===== src/rtl/pong_renderer.sv =====
// pong_renderer
//   Playfield renderer with built-in VGA timing. Produces hsync/vsync and a
//   6-bit rrggbb pixel stream that shows a ball and two paddles on a
//   2**GRID_LOG2 x 2**GRID_LOG2 cell grid, each cell 2**CELL_LOG2 pixels wide.
//   Ball and paddle inputs are captured once per frame, at the first cycle of
//   the vertical front porch, so the game core can update them at any time
//   without tearing. Colours are used live.
//
// Ports
//   clk          pixel clock
//   reset        asynchronous, active-high
//   ball_x/y     ball cell column/row
//   lpaddle      bit r set -> left paddle occupies row r (drawn in the last column)
//   rpaddle      bit r set -> right paddle occupies row r (drawn in column 0)
//   bgcolor      playfield/background colour
//   fgcolor      ball/paddle colour
//   hsync/vsync  sync outputs, active level given by SYNC_POL
//   rrggbb       pixel colour, 0 during blanking
//   frame_start  one-cycle pulse on the first cycle of vertical front porch
//
// All outputs are registered, one cycle behind the counters, and mutually aligned.
//
// Build option
//   RENDER_BORDER_EN  when defined, a one-pixel fgcolor frame is drawn on the
//                     active pixels immediately surrounding the playfield.

module pong_renderer #(
    parameter int H_ACTIVE  = 640,
    parameter int H_FP      = 16,
    parameter int H_SYNC    = 64,
    parameter int H_BP      = 120,
    parameter int V_ACTIVE  = 480,
    parameter int V_FP      = 1,
    parameter int V_SYNC    = 3,
    parameter int V_BP      = 16,
    parameter int SYNC_POL  = 0,
    parameter int GRID_LOG2 = 5,
    parameter int CELL_LOG2 = 3,
    parameter int X_OFFSET  = 192,
    parameter int Y_OFFSET  = 112
) (
    input  logic                      clk,
    input  logic                      reset,
    input  logic [GRID_LOG2-1:0]      ball_x,
    input  logic [GRID_LOG2-1:0]      ball_y,
    input  logic [2**GRID_LOG2-1:0]   lpaddle,
    input  logic [2**GRID_LOG2-1:0]   rpaddle,
    input  logic [5:0]                bgcolor,
    input  logic [5:0]                fgcolor,
    output logic                      hsync,
    output logic                      vsync,
    output logic [5:0]                rrggbb,
    output logic                      frame_start
);

    localparam int H_TOTAL = H_ACTIVE + H_FP + H_SYNC + H_BP;
    localparam int V_TOTAL = V_ACTIVE + V_FP + V_SYNC + V_BP;
    localparam int HW      = $clog2(H_TOTAL);
    localparam int VW      = $clog2(V_TOTAL);
    localparam int PF      = 2**(GRID_LOG2 + CELL_LOG2);

    localparam logic [HW-1:0] H_LAST   = HW'(H_TOTAL - 1);
    localparam logic [HW-1:0] H_ACT    = HW'(H_ACTIVE);
    localparam logic [HW-1:0] HS_BEG   = HW'(H_ACTIVE + H_FP);
    localparam logic [HW-1:0] HS_END   = HW'(H_ACTIVE + H_FP + H_SYNC);
    localparam logic [HW-1:0] X_OFF    = HW'(X_OFFSET);
    localparam logic [HW-1:0] PF_H     = HW'(PF);

    localparam logic [VW-1:0] V_LAST   = VW'(V_TOTAL - 1);
    localparam logic [VW-1:0] V_ACT    = VW'(V_ACTIVE);
    localparam logic [VW-1:0] VS_BEG   = VW'(V_ACTIVE + V_FP);
    localparam logic [VW-1:0] VS_END   = VW'(V_ACTIVE + V_FP + V_SYNC);
    localparam logic [VW-1:0] Y_OFF    = VW'(Y_OFFSET);
    localparam logic [VW-1:0] PF_V     = VW'(PF);

    localparam logic SYNC_ON = (SYNC_POL != 0);

    logic [HW-1:0]             hcnt;
    logic [VW-1:0]             vcnt;
    logic [GRID_LOG2-1:0]      ball_x_q;
    logic [GRID_LOG2-1:0]      ball_y_q;
    logic [2**GRID_LOG2-1:0]   lpaddle_q;
    logic [2**GRID_LOG2-1:0]   rpaddle_q;

    logic [HW-1:0]             xp;
    logic [VW-1:0]             yp;
    logic [GRID_LOG2-1:0]      cx;
    logic [GRID_LOG2-1:0]      cy;
    logic                      in_field;
    logic                      fg_pix;
    logic                      active;
    logic                      hs_on;
    logic                      vs_on;
    logic                      snap;

    always_comb begin
        // Pixels left of / above the offset wrap to large values and so fail
        // the "< PF" test without needing a separate lower-bound compare.
        xp       = hcnt - X_OFF;
        yp       = vcnt - Y_OFF;
        cx       = xp[CELL_LOG2 +: GRID_LOG2];
        cy       = yp[CELL_LOG2 +: GRID_LOG2];
        in_field = (xp < PF_H) && (yp < PF_V);

        fg_pix = in_field &&
                 ((cx == ball_x_q && cy == ball_y_q) ||
                  (cx == '1 && lpaddle_q[cy]) ||
                  (cx == '0 && rpaddle_q[cy]));

`ifdef RENDER_BORDER_EN
        // xp/yp == '1 is the pixel just before the playfield (offset - 1).
        if (((xp == '1 || xp == PF_H) && (yp == '1 || yp <= PF_V)) ||
            ((yp == '1 || yp == PF_V) && (xp == '1 || xp <= PF_H)))
            fg_pix = 1'b1;
`endif

        active = (hcnt < H_ACT) && (vcnt < V_ACT);
        hs_on  = (hcnt >= HS_BEG) && (hcnt < HS_END);
        vs_on  = (vcnt >= VS_BEG) && (vcnt < VS_END);
        snap   = (hcnt == '0) && (vcnt == V_ACT);
    end

    always_ff @(posedge clk or posedge reset) begin
        if (reset) begin
            hcnt        <= '0;
            vcnt        <= '0;
            ball_x_q    <= '0;
            ball_y_q    <= '0;
            lpaddle_q   <= '0;
            rpaddle_q   <= '0;
            hsync       <= ~SYNC_ON;
            vsync       <= ~SYNC_ON;
            rrggbb      <= '0;
            frame_start <= 1'b0;
        end else begin
            if (hcnt == H_LAST) begin
                hcnt <= '0;
                if (vcnt == V_LAST)
                    vcnt <= '0;
                else
                    vcnt <= vcnt + 1'b1;
            end else begin
                hcnt <= hcnt + 1'b1;
            end

            if (snap) begin
                ball_x_q  <= ball_x;
                ball_y_q  <= ball_y;
                lpaddle_q <= lpaddle;
                rpaddle_q <= rpaddle;
            end

            frame_start <= snap;
            hsync       <= hs_on ? SYNC_ON : ~SYNC_ON;
            vsync       <= vs_on ? SYNC_ON : ~SYNC_ON;
            if (active)
                rrggbb <= fg_pix ? fgcolor : bgcolor;
            else
                rrggbb <= '0;
        end
    end

endmodule

===== config.mk =====
export PLATFORM = sky130hd
export DESIGN_NAME = pong_renderer
export DESIGN_NICKNAME = d
export VERILOG_FILES = /design/src/rtl/pong_renderer.sv
export SDC_FILE = /design/constraint.sdc
export NUM_CORES = 1
export LEC_CHECK = 0
export ABC_CLOCK_PERIOD_IN_PS = 6100
export CAP_MARGIN = 20
export CORE_ASPECT_RATIO = 1.4
export CORE_UTILIZATION = 40
export CTS_CLUSTER_SIZE = 24
export DETAILED_ROUTE_END_ITERATION = 10
export HOLD_SLACK_MARGIN = 0.1
export PLACE_DENSITY = 0.72
export SYNTH_ARGS = -nofsm -noshare
export SYNTH_HDL_FRONTEND = slang
export SYNTH_SLANG_ARGS = --single-unit

===== constraint.sdc =====
create_clock -name clk -period 6.1 [get_ports clk]
set_input_delay 1.22 -clock clk [delete_from_list [all_inputs] [get_ports clk]]
set_output_delay 1.22 -clock clk [all_outputs]
set_load 0.01 [all_outputs]

==> results_tabular.tex <==
\begin{tabular}{lr}
\hline
Metric & Value \\
\hline
\multicolumn{2}{l}{\textbf{Setup path}} \\
\quad Maximum fanout encountered on the critical timing path & 27 \\
\quad Startpoint kind of the worst setup timing path & flip-flop \\
\quad Critical path cell sequence & buf\_4 -> mux4\_1 -> mux4\_2 -> or2\_4 -> a221oi\_4 -> mux2i\_1 \\
\quad Number of buffers and inverters on the critical path & 1 \\
\quad Sort of element at the end of the critical path & flip-flop \\
\quad CP max stage delay & 590 ps \\
\quad Cell with the biggest individual delay on the critical path & sky130\_fd\_sc\_hd\_\_mux4\_1 \\
\quad CP Data Required Time & 6370 ps \\
\quad Data arrival time of the critical path & 3380 ps \\
\quad Cell family with the largest share of critical-path delay & multiplexers \\
\quad Kind of critical path & flip-flop to flip-flop \\
\multicolumn{2}{l}{\textbf{Yosys}} \\
\quad Number of enable flip-flop cells after synthesis & 0 \\
\quad Number of synthesized register bits & 102 \\
\quad Library cell with the largest summed area after synthesis & sky130\_fd\_sc\_hd\_\_dfrtp\_1 \\
\quad Sequential area share after synthesis & between 50\% and 60\% \\
\quad Post-Synthesis Cells & 395 \\
\quad Warnings, synthesis & 0 \\
\quad Unique masters post-synth & 43 \\
\quad Area share of the leading cell type in the synthesized netlist & 50.0\% \\
\quad Ys async rst share & 100\% \\
\quad Post-Synthesis Net Count & a little under 500 \\
\quad Area of the mapped netlist & $\sim$0.005 mm² \\
\quad Main area contributors after synthesis & sky130\_fd\_sc\_hd\_\_dfrtp\_1, sky130\_fd\_sc\_hd\_\_mux2\_2, sky130\_fd\_sc\_hd\_\_mux2i\_1 \\
\quad Main flop type after synthesis & sky130\_fd\_sc\_hd\_\_dfrtp\_1 \\
\quad Average instance area after synthesis & 12.7 µm² \\
\multicolumn{2}{l}{\textbf{Outcome}} \\
\quad Status & complete, no violations \\
\multicolumn{2}{l}{\textbf{Place}} \\
\quad Number of port buffers & 96 \\
\quad Final weighted congestion in routability-driven placement & 0.846 \\
\quad DP HPWL & 8.00 mm \\
\quad Placed Cells & approximately 630 \\
\multicolumn{2}{l}{\textbf{Pwr}} \\
\quad Power Density & 218 mW/mm² \\
\quad Peak VDD IR & 0.128 mV \\
\quad Leakage dissipation & between 2 and 3 nW \\
\multicolumn{2}{l}{\textbf{Run}} \\
\quad Max capacitance violation total & 0 \\
\multicolumn{2}{l}{\textbf{Global routing}} \\
\quad Overflow left after global routing & 0 \\
\quad Pin count of the biggest net entering global routing & 62 \\
\quad Number of antenna violations at the first check in global routing & 0 \\
\quad Vias in the first global route & 3601 \\
\quad Global-route wire length before repair & 18.0 mm \\
\quad GR Util All Layers & 18.4\% \\
\multicolumn{2}{l}{\textbf{Timing}} \\
\quad Final-report hold violation count & 0 \\
\quad Fin crit share & approximately half \\
\quad Achievable frequency & $\sim$0.32 GHz \\
\quad Least-Margin Pin Slew & 737 ps \\
\quad Setup repair after global routing missed its margin & no \\
\quad Setup violation total in the final timing report & 0 \\
\quad Clock skew & 7.49 ps \\
\quad Final count of pins violating max slew & 0 \\
\quad Final critical path time including I/O delays and setup & 3110 ps \\
\quad Total negative slack for setup checks & 0 ps \\
\quad Headroom to the max-slew limit & roughly half \\
\quad Final hold slack & 492 ps \\
\multicolumn{2}{l}{\textbf{Final layout}} \\
\quad Net total in the final layout & about 600 \\
\quad Area overhead of the layout relative to synthesis & 28.6\% \\
\quad Share of cells above drive strength 1 & 21.8\% \\
\quad ANT cells & 0 \\
\quad Number of filler cells placed in the layout & approximately 1100 \\
\quad Final instance count without filler cells & 641 \\
\multicolumn{2}{l}{\textbf{Clock network}} \\
\quad Htree depth & 3 \\
\quad Number of clock sinks & 102 \\
\quad Number of post-CTS setup repair buffers & 0 \\
\quad Resized cells post-CTS & 0 \\
\quad Clk Tree Root Cell & sky130\_fd\_sc\_hd\_\_clkbuf\_16 \\
\quad \# hold bufs at CTS & 0 \\
\quad Inserted Clock Buffers & 9 \\
\quad Bufs on Longest Clock Path & 2 \\
\quad Clock slew at reported path FFs & approximately 70 ps \\
\quad Clock tree from TritonCTS & yes \\
\quad Skew-Pair Late Insertion Delay & 350 ps \\
\multicolumn{2}{l}{\textbf{Floorplanning}} \\
\quad Die boundary width & 96.6 µm \\
\quad Initial standard-cell utilization of the core & between 40\% and 50\% \\
\quad I/O pin count & 97 \\
\quad Die Area & 0.0130 mm² \\
\quad Placeable core area & 0.0123 mm² \\
\quad Y dimension of the die & 134 µm \\
\quad Num rows & 48 \\
\multicolumn{2}{l}{\textbf{Drt}} \\
\quad Antenna Violating Nets Remaining & 0 \\
\quad Average wire per standard cell & 16.9 µm \\
\quad Drt first-iter violations & 169 \\
\quad DRT Wirelength & 10.8 mm \\
\quad DRT Pass-1 Iters & 6 \\
\quad Average vias per placed instance & 5.36 \\
\quad Number of remaining DRC errors & 0 \\
\quad Detailed-route via count & 3435 \\
\multicolumn{2}{l}{\textbf{Min path}} \\
\quad Worst hold path class & flip-flop to flip-flop \\
\hline
\end{tabular}
## path summary, 6_finish.rpt
path | cells after the start | end | from | slack [ps]
worst min register to register | 1 | hcnt[0]$_DFF_PP0_ | hcnt[0]$_DFF_PP0_ | 490
worst max-delay path | 6 | rrggbb[3]$_DFF_PP0_ | vcnt[3]$_DFFE_PP0N_ | 2990
max in group asynchronous | 3 | rpaddle_q[11]$_DFFE_PP0P_ | reset | 3730
worst min-delay path | 1 | hcnt[0]$_DFF_PP0_ | hcnt[0]$_DFF_PP0_ | 490
worst max register to register | 6 | rrggbb[3]$_DFF_PP0_ | vcnt[3]$_DFFE_PP0N_ | 2990
min in group asynchronous | 2 | rrggbb[0]$_DFF_PP0_ | reset | 1360
## state kept, by name, summed over array words and instances, names as in the netlist, 5 cells and up
| name | count |
|---|---|
| rpaddle_q | 32 |
| lpaddle_q | 32 |
| rrggbb | 6 |
| hcnt | 10 |
| ball_x_q | 5 |
| vcnt | 9 |
| ball_y_q | 5 |
## synthesized netlist by cell type, drive strengths merged (2+ instances only)
| cell type | count |
|---|---|
| a21oi | 7 |
| mux2i | 23 |
| and3 | 4 |
| nor4 | 6 |
| nand2 | 20 |
| a22oi | 4 |
| a32oi | 4 |
| mux2 | 74 |
| or3 | 5 |
| xnor2 | 15 |
| nand2b | 3 |
| ha | 10 |
| dfstp | 2 |
| inv | 9 |
| nor2 | 15 |
| o21ai | 8 |
| dfrtp | 100 |
| nor4b | 2 |
| clkbuf | 9 |
| nand4 | 3 |
| nor3 | 3 |
| xor2 | 9 |
| nand3b | 2 |
| nor2b | 6 |
| mux4 | 9 |
| buf | 12 |
| o211ai | 2 |
| nand3 | 17 |
## per-stage QoR
step	util, %	instance area, µm²	setup slack [ps]	power (mW)
2_1_floorplan	-	5010	2210	0.706
3_3_place_gp	49.8	6100	3060	0.771
3_5_place_dp	49.8	6100	2990	0.772
4_1_cts	52.6	6440	2970	1.42
5_1_grt	52.6	6440	2790	1.45
6_report	52.6	6440	2990	1.40
## metal layers
layer / GRT usage [%] / up-vias / part of all wire (%)
met5: 0 / - / 0
met4: 9.89 / 0 / 2.3
met3: 2.10 / 14 / 3.2
met2: 30.1 / 92 / 53
met1: 23.3 / 1724 / 41
li1: - / 1605 / -
## cells in the final DEF (no fill, tap or decap), types with 2 or more instances in the layout
cell type                           n
sky130_fd_sc_hd__and3_1             4
sky130_fd_sc_hd__a32oi_1            4
sky130_fd_sc_hd__dfrtp_1          100
sky130_fd_sc_hd__nor4b_1            2
sky130_fd_sc_hd__mux2_2            74
sky130_fd_sc_hd__mux2i_1           23
sky130_fd_sc_hd__a22oi_1            4
sky130_fd_sc_hd__nand2_1           20
sky130_fd_sc_hd__clkdlybuf4s50_1   96
sky130_fd_sc_hd__xor2_1             9
sky130_fd_sc_hd__o211ai_1           2
sky130_fd_sc_hd__or3_1              5
sky130_fd_sc_hd__nor4_1             6
sky130_fd_sc_hd__nand3_1           17
sky130_fd_sc_hd__a21oi_1            7
sky130_fd_sc_hd__buf_4              6
sky130_fd_sc_hd__ha_1              10
sky130_fd_sc_hd__xnor2_1           15
sky130_fd_sc_hd__nor2_1            15
sky130_fd_sc_hd__nand3b_1           2
sky130_fd_sc_hd__mux4_1             2
sky130_fd_sc_hd__bufinv_16          3
sky130_fd_sc_hd__inv_1              8
sky130_fd_sc_hd__nor3_1             2
sky130_fd_sc_hd__dfstp_2            2
sky130_fd_sc_hd__o21ai_0            8
sky130_fd_sc_hd__nand2b_1           3
sky130_fd_sc_hd__mux4_2             7
sky130_fd_sc_hd__nor2b_1            6
sky130_fd_sc_hd__nand4_1            3
sky130_fd_sc_hd__clkbuf_16          9
## kinds of logic (layout without fill, tap and decap cells)
| family | Yosys count | in the layout | share of synthesized area (%) |
|---|---|---|---|
| compound gates | 34 | 34 | 4.92 |
| xor+xnor | 24 | 24 | 4.20 |
| fa+ha+maj | 10 | 10 | 2.50 |
| buf+inv | 30 | 126 | 2.77 |
| flops | 102 | 102 | 51.0 |
| mux | 106 | 106 | 25.4 |
| simple gates | 89 | 89 | 9.15 |
## report_power, final
part | leakage (nW) | internal, mW | switching, mW
clock network | 0.163 | 0.401 | 0.245
logic | 1.36 | 0.0539 | 0.0253
registers | 1.39 | 0.678 | 0.000526
total | 2.91 | 1.13 | 0.271
## final cells by class
| cell class | count | area (µm²) | area share, % |
|---|---|---|---|
| flip-flops and latches | 102 | 2550 | 39.7 |
| multi-input cells | 263 | 2320 | 36.0 |
| repair buffers | 102 | 1010 | 15.6 |
| clock buffers | 10 | 229 | 3.56 |
| well taps | 150 | 188 | 2.91 |
| clock inverters | 5 | 108 | 1.67 |
| inverters | 9 | 36.3 | 0.563 |
(Power assumes the default switching activity.)
